### config.mk
export PLATFORM = sky130hd
export DESIGN_NAME = apb_master
export DESIGN_NICKNAME = d
export VERILOG_FILES = /design/src/rtl/apb_pkg.sv /design/src/rtl/apb_wait_timer.sv /design/src/rtl/apb_master.sv
export SDC_FILE = /design/constraint.sdc
export NUM_CORES = 1
export LEC_CHECK = 0
export BUFFER_PORTS_ARGS = -buffer_cell sky130_fd_sc_hd__buf_2
export CAP_MARGIN = 20
export CORE_AREA = 5 5 94 96
export DETAILED_ROUTE_END_ITERATION = 8
export DIE_AREA = 0 0 99 101
export GPL_TIMING_DRIVEN = 0
export HOLD_SLACK_MARGIN = 0.03
export PLACE_DENSITY_LB_ADDON = 0.08
export SYNTH_ARGS = -nofsm -noshare
export SYNTH_HDL_FRONTEND = slang
export SYNTH_HIERARCHICAL = 1
export SYNTH_SLANG_ARGS = --single-unit
### constraint.sdc
create_clock -name pclk -period 2.1 [get_ports pclk]
set_clock_uncertainty 0.2 [all_clocks]
set_input_delay 0.42 -clock pclk [delete_from_list [all_inputs] [get_ports pclk]]
set_output_delay 0.42 -clock pclk [all_outputs]
set_load 0.1 [all_outputs]
### src/rtl/apb_pkg.sv
// Shared APB definitions: FSM state encoding and default bus geometry.
package apb_pkg;

    localparam int APB_ADDR_W  = 5;
    localparam int APB_DATA_W  = 32;
    localparam int APB_TIMEOUT = 16;

    typedef enum logic [1:0] {
        ST_IDLE   = 2'd0,
        ST_SETUP  = 2'd1,
        ST_ACCESS = 2'd2
    } apb_state_e;

endpackage : apb_pkg

### src/rtl/apb_wait_timer.sv
// Wait-state counter for the ACCESS phase. Cleared when a transfer starts,
// advanced on each ACCESS cycle without pready, and saturating at the limit
// so it never wraps even if the caller keeps it enabled.
module apb_wait_timer #(
    parameter int TIMEOUT = 16
) (
    input  logic pclk,
    input  logic prst,
    input  logic clr_i,
    input  logic en_i,
    output logic expired_o
);

    localparam int CW = $clog2(TIMEOUT + 1);

    logic [CW-1:0] cnt_q, cnt_d;

    // Limit is reached once TIMEOUT-1 stalled ACCESS cycles have been counted;
    // the next stalled sample is then the TIMEOUT-th and aborts the transfer.
    assign expired_o = (cnt_q == CW'(TIMEOUT - 1));

    // Next count: clear wins, otherwise count up until the limit.
    always_comb begin
        cnt_d = cnt_q;
        if (clr_i)
            cnt_d = '0;
        else if (en_i && !expired_o)
            cnt_d = cnt_q + 1'b1;
    end

    // Counter register.
    always_ff @(posedge pclk or negedge prst) begin
        if (!prst)
            cnt_q <= '0;
        else
            cnt_q <= cnt_d;
    end

endmodule : apb_wait_timer

### src/rtl/apb_master.sv
// APB requester: takes one command at a time from a valid/ready port, runs
// SETUP/ACCESS on the APB bus with wait-state support and a bounded abort,
// and returns a single-cycle response pulse per command.
module apb_master
    import apb_pkg::*;
#(
    parameter int ADDR    = APB_ADDR_W,
    parameter int DATA    = APB_DATA_W,
    parameter int TIMEOUT = APB_TIMEOUT
) (
    input  logic            pclk,
    input  logic            prst,
    input  logic            cmd_valid,
    output logic            cmd_ready,
    input  logic            cmd_write,
    input  logic [ADDR-1:0] cmd_addr,
    input  logic [DATA-1:0] cmd_wdata,
    output logic            rsp_valid,
    output logic [DATA-1:0] rsp_rdata,
    output logic            rsp_timeout,
    output logic            psel,
    output logic            penable,
    output logic            pwrite,
    output logic [ADDR-1:0] paddr,
    output logic [DATA-1:0] pwdata,
    input  logic [DATA-1:0] prdata,
    input  logic            pready
);

    apb_state_e      state_q;
    logic            psel_q, penable_q, pwrite_q;
    logic [ADDR-1:0] paddr_q;
    logic [DATA-1:0] pwdata_q, rsp_rdata_q;
    logic            rsp_valid_q, rsp_timeout_q;

    logic            tmr_clr, tmr_en, tmr_expired;

    // Counter restarts on every accepted command and only runs while the
    // peripheral is stalling an ACCESS cycle.
    assign tmr_clr = (state_q == ST_IDLE) && cmd_valid;
    assign tmr_en  = (state_q == ST_ACCESS) && !pready;

    apb_wait_timer #(
        .TIMEOUT (TIMEOUT)
    ) u_wait_timer (
        .pclk      (pclk),
        .prst      (prst),
        .clr_i     (tmr_clr),
        .en_i      (tmr_en),
        .expired_o (tmr_expired)
    );

    // Transfer FSM with registered bus and response outputs. Address, data and
    // direction are loaded only on acceptance, so they stay put for the whole
    // transfer and keep their last values while idle.
    always_ff @(posedge pclk or negedge prst) begin
        if (!prst) begin
            state_q       <= ST_IDLE;
            psel_q        <= 1'b0;
            penable_q     <= 1'b0;
            pwrite_q      <= 1'b0;
            paddr_q       <= '0;
            pwdata_q      <= '0;
            rsp_valid_q   <= 1'b0;
            rsp_timeout_q <= 1'b0;
            rsp_rdata_q   <= '0;
        end else begin
            rsp_valid_q   <= 1'b0;
            rsp_timeout_q <= 1'b0;
            unique case (state_q)
                ST_IDLE: begin
                    if (cmd_valid) begin
                        state_q   <= ST_SETUP;
                        psel_q    <= 1'b1;
                        penable_q <= 1'b0;
                        pwrite_q  <= cmd_write;
                        paddr_q   <= cmd_addr;
                        pwdata_q  <= cmd_wdata;
                    end
                end
                ST_SETUP: begin
                    state_q   <= ST_ACCESS;
                    penable_q <= 1'b1;
                end
                ST_ACCESS: begin
                    // pready is checked first so a completion on the limit
                    // cycle is reported as a normal transfer.
                    if (pready) begin
                        state_q     <= ST_IDLE;
                        psel_q      <= 1'b0;
                        penable_q   <= 1'b0;
                        rsp_valid_q <= 1'b1;
                        rsp_rdata_q <= pwrite_q ? '0 : prdata;
                    end else if (tmr_expired) begin
                        state_q       <= ST_IDLE;
                        psel_q        <= 1'b0;
                        penable_q     <= 1'b0;
                        rsp_valid_q   <= 1'b1;
                        rsp_timeout_q <= 1'b1;
                        rsp_rdata_q   <= '0;
                    end
                end
                default: begin
                    state_q   <= ST_IDLE;
                    psel_q    <= 1'b0;
                    penable_q <= 1'b0;
                end
            endcase
        end
    end

    assign cmd_ready   = (state_q == ST_IDLE);
    assign psel        = psel_q;
    assign penable     = penable_q;
    assign pwrite      = pwrite_q;
    assign paddr       = paddr_q;
    assign pwdata      = pwdata_q;
    assign rsp_valid   = rsp_valid_q;
    assign rsp_timeout = rsp_timeout_q;
    assign rsp_rdata   = rsp_rdata_q;

endmodule : apb_master

## Word-level counts from Yosys, hierarchy flattened

Index checks and enable logic that the tools add are counted.

- Input port bits: 74
- Bits in latches: 0
- Memory bits (read-only): 0
- Word-level logic and storage cells: 49
- Memories kept: 0
- Register bits: 81
- Memory bits (writable): 0
- Output and inout port bits: 75

- Equality and inequality tests: 5
- Add/sub/neg operators: 1
- Div/mod/pow operators: 0
- Multiplexer cells: 20
- Bitwise logic cells: 1
- Magnitude comparators: 0
- Multipliers: 0
- Reductions and logical operators: 12
- Shift-type cells: 0

Operators with widths:

| cell | count |
|---|---|
| 2-to-1 mux 32 bit | 3 |
| 2-to-1 mux 5 bit | 2 |
| 2-to-1 mux 1 bit | 9 |
| 2-to-1 mux 2 bit | 3 |
| one-hot mux 1 bit (3 select lines) | 2 |
| one-hot mux 2 bit (3 select lines) | 1 |
| AND reduction 2 bit | 3 |
| adder 5 x 1 -> 5 bit, second input constant | 1 |
| equality test 5 x 4 -> 1 bit, second input constant | 1 |
| nonzero test 2 bit | 2 |
| logical AND 1 bit | 3 |
| inequality test 3 x 2 -> 1 bit, second input constant | 1 |
| AND reduction 3 bit | 1 |
| equality test 2 x 1 -> 1 bit, second input constant | 1 |
| equality test 2 bit, second input constant | 1 |
| zero test 1 bit | 2 |
| zero test 2 bit | 1 |
| inequality test 2 bit, second input constant | 1 |
| NOT 1 bit | 1 |

## Depth between registers and ports, before layout

Gate-level depths: netlist of run 1.

- Word-level depth: 5
- Depth in mapped cells: 7
- Depth with buffers taken out: 6

## Cells and area by module

The synthesis of run 1 kept the hierarchy.

By module, submodules not included:

| module | area an instance (µm²) | cells an instance | sequential area each (µm²) | instances |
|---|---|---|---|---|
| apb_master | 2,922.8 | 242 | 1,876.8 | 1 |
| apb_wait_timer | 260.2 | 23 | 125.1 | 1 |

## Worst setup path before layout of run 1

Ideal clock, no wire load.

- Path kind: reg2out
- Start: register state_q[1]
- End: output cmd_ready
- Cell stages (with the launch flop): 2
- Arrival time: 2.205 ns
- Data required time: 1.480 ns
- Buffers on the path: 0
- Slack: -0.725 ns
- Path through: dfrtp_1 > nor2_1

- Word-level cells in the longest chain between the ends: 1

Ends and longest elaborated chain:

| what | RTL line | text |
|---|---|---|
| start: declaration | apb_master.sv:30 | `apb_state_e state_q;` |
| start signal: assignment | apb_master.sv:58 | `state_q <= ST_IDLE;` |
| start signal: assignment | apb_master.sv:73 | `state_q <= ST_SETUP;` |
| start signal: assignment | apb_master.sv:82 | `state_q <= ST_ACCESS;` |
| zero test 2 bit | apb_master.sv:112 | `assign cmd_ready = (state_q == ST_IDLE);` |
| end: declaration | apb_master.sv:14 | `output logic cmd_ready,` |

Every way passes these cells.

## Worst setup path in the final report of run 1

- Start: register u_wait_timer.cnt_q[0]
- End: register u_wait_timer.cnt_q[3]

- Word-level cells in the longest chain between the ends: 4
- Elaborated cells between the ends (all ways): 7
- Those cells by class: add/sub (1); eq/ne (1); mux (2); reduce/logical (3)

Ends and longest elaborated chain:

| what | RTL line | text |
|---|---|---|
| start: declaration | apb_wait_timer.sv:16 | `logic [CW-1:0] cnt_q, cnt_d;` |
| start signal: assignment | apb_wait_timer.sv:36 | `cnt_q <= cnt_d;` |
| equality test 5 x 4 -> 1 bit | apb_wait_timer.sv:20 | `assign expired_o = (cnt_q == CW'(TIMEOUT - 1));` |
| named net tmr_expired | apb_master.sv:36 | `logic tmr_clr, tmr_en, tmr_expired;` |
| zero test 1 bit | apb_wait_timer.sv:27 | `else if (en_i && !expired_o)` |
| logical AND 1 bit | apb_wait_timer.sv:27 |  |
| nonzero test 2 bit (no source line) | - |  |

The timed path passes the listed nets, and every way through them passes these cells. The select of a mux whose other input is x is not followed.
A chain may end at the register's enable or synchronous reset.

==> metrics, run 1 <==
antenna diode count 0; wire per inst 14.0 µm; Register-to-Register Path Depth 6; RR Endpoint u_wait_timer/cnt_q[3]$_DFFE_PN0P_; Yosys reg bits 80; hold_sp cmd_wdata[12]; nets 502; maxcap violations 0; routed vias 2551; top cell type's share of synthesized area 62.9%; Fin. Hold Viols 0; Post-DRT Antenna Nets 0; GR Overflow Total 0; CP Buf/Inv Count 0; drt pass-1 iters 4; syn_nets 341; clk sink count 80; vias in the first global route 2545; Met1 Wirelength 3.33 mm; Final Max Tran Viols 0; largest net degree at the start of global routing 43; Syn-to-layout area delta 36.0%; Core ar. 7970 µm²; CTS tree yes; sequential element share of the synthesized area 62.9%; Mapped Cells 265; Post-Syn Area 3180 µm²; cell family with most CP delay simple AND/OR/NAND/NOR gates; slew margin rel. 65.7%; final setup fails 0; DRT iter0 DRCs 72; Yosys top cell by area dfrtp_1; initial antenna violation count 0; total track usage 15.8%; most frequent cell after synthesis dfrtp_1; Met2 Routed Length 3.44 mm; pre-CTS setup slack -242 ps; Die X-Extent 99 µm; Setup crit end u_wait_timer/cnt_q[3]$_DFFE_PN0P_; Starting Density 39.9%; ys flop type dfrtp_1; Max Used Layer met4; Levels on crit path 6; H-tree levels 3; clk slew on worst S/H paths 80 ps; IO buf count 148; DP HPWL 5.63 mm; minimum clock period 1970 ps; slowest CP cell dfrtp_1; setup_tns 0 ps; row count 33; Critical Path Start u_wait_timer/cnt_q[0]$_DFFE_PN0P_; RSZ-0062 raised after global routing no; Hold/Removal Path Class in -> reg; Vert. Die Dim 101 µm; CTS buffer count 9; worst-case clock buffer depth 2; CP max stage delay 410 ps; max frequency 506 MHz; wire length after detailed routing 7.52 mm; Worst EP required 2120 ps; Met3 Routed Length 638 µm; CTS root buf clkbuf_8; Reg2Reg Setup Slack 130 ps; layout cells sized above 1 49.0%; global placer's final weighted congestion 0.757; library cells used by synthesis 31; Period Utilization, post-route 94.0%; worst setup margin 125 ps; vias per cell 4.76; Worst-Margin Slew 515 ps; Crit Path Class reg -> reg; drc violations 0; die area 10000 µm²; Worst Path Max Fanout 5; Post-synth ARST share 100%; # IOs 149; Post-synth EDFFs 0; worst skew pair latency 340 ps; top cells by count, synth 80 x dfrtp_1, 36 x o21ai_0, 32 x nand2_1, 29 x mux2_2, 29 x o21ai_1; Yosys warning count 6; Crit. End Element flop; Worst Path Arrival 2000 ps; startpoint types flop; Reg-to-Reg Start u_wait_timer/cnt_q[0]$_DFFE_PN0P_; syn avg cell area 12.0 µm²; Area contributors post-synth dfrtp_1 63%, mux2_2 10%, o21ai_0 5.7%; first-pass GRT wire length 12.6 mm; CP cell instances ha_1 > and3_1 > ha_2 > nor2b_4 > nand4_1 > mux2_1; status finished, final reports clean
==> timing repair <==
item / 4_1_cts / 5_1_grt
setup buffers: 2 / 0
hold buffers: 1 / 0
hold endpoints to repair: 38 / 0
resized for setup: 5 / 4
endpoints found under the setup margin: 34 / 32
pin swaps: 1 / 0
==> area by class of cell <==
cell class	instances	area (µm²)
Clock inverter	5	81.3
Fill cell	730	3640
Inverter	3	11.3
Tap cell	105	131
Buffer	15	81.3
Multi-Input combinational cell	165	1100
Timing Repair Buffer	152	788
Clock buffer	11	131
Sequential cell	80	2000
==> layout by cell type (no fill, tap or decap), types with 2 or more instances in the layout <==
| cell | count |
|---|---|
| buf_2 | 151 |
| buf_4 | 4 |
| bufinv_16 | 2 |
| clkbuf_1 | 8 |
| clkbuf_4 | 2 |
| clkbuf_8 | 9 |
| dfrtp_1 | 79 |
| inv_1 | 3 |
| mux2_1 | 10 |
| mux2_2 | 29 |
| nand2_1 | 32 |
| nor2_1 | 6 |
| o21ai_0 | 36 |
| o21ai_1 | 29 |
==> per-stage QoR <==
step / util, % / cells / hold WS (ps) / area [µm²]
6_report: 54.3 / 536 / 92.7 / 4330
5_1_grt: 54.3 / 536 / 60.2 / 4330
4_1_cts: 54.3 / 538 / 69.3 / 4330
3_5_place_dp: 51.2 / 519 / 234 / 4080
3_3_place_gp: 50.9 / 518 / 262 / 4060
2_1_floorplan: - / 265 / -75.6 / 3190
==> worst min-delay path by stage <==
stage,depth (start not counted),end
floorplan,0,paddr[0]$_DFFE_PN0P_
finish,2,pwdata[12]$_DFFE_PN0P_
CTS,2,pwdata[12]$_DFFE_PN0P_
global route,2,pwdata[8]$_DFFE_PN0P_
detailed placement,1,paddr[3]$_DFFE_PN0P_
global placement,1,pwdata[13]$_DFFE_PN0P_
==> layer usage <==
metal  vias up  GRT usage [%]
met5         -              0
met4         0           5.99
met3        12           5.05
met2        98           23.9
met1      1212           21.1
li1       1229              -
==> kinds of logic (layout without fill, tap and decap cells) <==
| group | count (synthesis) | count (layout) | share of synthesized area [%] |
|---|---|---|---|
| DFF | 80 | 80 | 62.9 |
| AOI/OAI and AO/OA | 68 | 68 | 10.8 |
| and+or+nand+nor | 53 | 53 | 7.86 |
| muxes | 40 | 40 | 14.1 |
| buffers and inverters | 20 | 186 | 2.95 |
| adders and majority gates | 2 | 2 | 0.786 |
| xor gates and xnor gates | 2 | 2 | 0.550 |
==> registers in the layout, summed over array words and instances (netlist names) <==
| register | flops |
|---|---|
| rsp_timeout | 1 |
| u_wait_timer/cnt_q | 5 |
| rsp_valid | 1 |
| psel | 1 |
| paddr | 5 |
| state_q | 2 |
| rsp_rdata | 32 |
| pwdata | 32 |
| pwrite | 1 |
Power of run 1 is not shown: default switching activity piles up to over one toggle a cycle in this logic, so the estimate is an artifact.
==> inputs of run 2 (changes only) <==
--- a/config.mk
+++ b/config.mk
@@ -7,9 +7,9 @@
 export LEC_CHECK = 0
 export BUFFER_PORTS_ARGS = -buffer_cell sky130_fd_sc_hd__buf_2
 export CAP_MARGIN = 20
-export CORE_AREA = 5 5 94 96
+export CORE_AREA = 5 5 111 113
 export DETAILED_ROUTE_END_ITERATION = 8
-export DIE_AREA = 0 0 99 101
+export DIE_AREA = 0 0 116 118
 export GPL_TIMING_DRIVEN = 0
 export HOLD_SLACK_MARGIN = 0.03
 export PLACE_DENSITY_LB_ADDON = 0.08
==> constraint.sdc (replaced) <==
create_clock -name pclk -period 1.8 [get_ports pclk]
set_clock_uncertainty 0.2 [all_clocks]
set_input_delay 0.36 -clock pclk [delete_from_list [all_inputs] [get_ports pclk]]
set_output_delay 0.36 -clock pclk [all_outputs]
set_load 0.1 [all_outputs]
==> metrics, run 2 (synthesized netlist as in run 1, its figures left out) <==
CP Buf/Inv Count 2 (+2); Crit Path Class reg -> reg; DP HPWL 6.08 mm (+8.0%); Post-DP Area 4180 µm² (+2.5%); first-pass GRT wire length 14.3 mm (+13%); global placer's final weighted congestion 0.720 (-4.8%); initial antenna violation count 0 (unchanged); clk sink count 80 (unchanged); Worst EP required 1820 ps (-300 ps); RSZ-0062 raised after global routing yes; Die X-Extent 116 µm (+17%); Worst Path Arrival 1840 ps (-160 ps); wire per inst 14.8 µm (+5.6%); drt pass-1 iters 4 (unchanged); commonest non-fill, non-tap cell in the layout buf_2; Post-DRT Antenna Nets 0 (unchanged); nets 522 (+4.0%); Vert. Die Dim 118 µm (+17%); Period Utilization, post-route 102% (+7.5 points); Starting Density 28.4% (-12 points); Final Max Tran Viols 0 (unchanged); Core ar. 11200 µm² (+41%); CP cell instances nor3b_4 > buf_6 > buf_12 > and2b_1 > mux2_4; H-tree levels 3 (unchanged); Critical Path Start state_q[1]$_DFFE_PN0P_; maxcap violations 0 (unchanged); worst-case clock buffer depth 2 (unchanged); most frequent cells in the layout 146 x buf_2, 77 x dfrtp_1, 32 x nand2_1; status finished, violations left; largest net degree at the start of global routing 62 (+44%); CTS tree yes; total track usage 13.2% (-2.5 points); vias per cell 4.47 (-6.0%); Fin. Hold Viols 0 (unchanged); Final Hold Slack 43.3 ps (-49.4 ps); CTS buffer count 9 (unchanged); Final Util 43.4% (-11 points); worst skew pair latency 330 ps (about the same); Syn-to-layout area delta 52.9%; wire length after detailed routing 8.79 mm (+17%); Reg-to-Reg Start state_q[1]$_DFFE_PN0P_; slowest CP cell dfrtp_4; # IOs 149 (unchanged); startpoint types flop; slew margin rel. 66.3% (+0.60 points); fill cell count 1138 (+56%); clk slew on worst S/H paths 60 ps (-20 ps); post-route cell area 4870 µm² (+12%); cell family with most CP delay flip-flops; Worst-Margin Slew 509 ps (-5.57 ps); max frequency 547 MHz (+8.1%); GR Overflow Total 0 (unchanged); failing checks setup timing; setup_tns -149 ps (-149 ps); hold_sp cmd_wdata[14]; Crit. End Element flop; CTS root buf clkbuf_16; drc violations 0 (unchanged); DRT iter0 DRCs 116 (+61%); IO buf count 148 (unchanged); layout cells sized above 1 58.8% (+9.8 points); vias in the first global route 2779 (+9.2%); routed vias 2657 (+4.2%); worst setup margin -27.4 ps (-153 ps); row count 39 (+18%); minimum clock period 1830 ps (-147 ps); CP max stage delay 530 ps (+120 ps); Hold/Removal Path Class in -> reg; final setup fails 22 (+22); die area 13700 µm² (+37%); Worst Path Max Fanout 7 (+2); antenna diode count 0 (unchanged)
run 2: final timing paths:
kind / endpoint / cells after the start / slack (ps)
setup / recovery: u_wait_timer/cnt_q[3]$_DFFE_PN0P_ / 5 / -30
hold / removal: pwdata[14]$_DFFE_PN0P_ / 2 / 40
setup reg to reg: u_wait_timer/cnt_q[3]$_DFFE_PN0P_ / 5 / -30
hold reg to reg: pwdata[13]$_DFFE_PN0P_ / 1 / 280
max in group asynchronous: state_q[0]$_DFFE_PN0P_ / 3 / 540
min in group asynchronous: pwdata[13]$_DFFE_PN0P_ / 2 / 260
run 2: layout make-up:
class / count / area (µm²) / area share [%]
plain buffers: 14 / 108 / 2.21
clock buffers: 10 / 239 / 4.91
clock inverters: 6 / 35.0 / 0.720
inverters: 3 / 11.3 / 0.231
multi-input cells: 165 / 1250 / 25.7
flip-flops and latches: 80 / 2010 / 41.2
well taps: 143 / 179 / 3.68
repair buffers: 173 / 1040 / 21.3
run 2: stage by stage:
| step | setup WS (ps) | instances |
|---|---|---|
| 2_1_floorplan | -152 | 265 |
| 3_3_place_gp | -845 | 556 |
| 3_5_place_dp | -200 | 557 |
| 4_1_cts | -56.6 | 586 |
| 5_1_grt | -99.8 | 594 |
| 6_report | -27.4 | 594 |
run 2: routing by layer:
metal / share of wire [%] / vias up / track usage, %
met3: 5.3 / 14 / 2.57
met4: 2.4 / 0 / 6.74
met2: 51 / 71 / 22.0
li1: - / 1276 / -
met1: 41 / 1296 / 16.1
met5: 0 / - / 0
run 2: timing repair:
item,4_1_cts,5_1_grt
setup buffers,9,7
hold buffers,3,1
pin swaps,35,5
gates cloned,3,1
setup endpoints to repair,47,68
resized for setup,55,25
endpoints found under the hold margin,21,1
Power of run 2 is left out for the same reason.
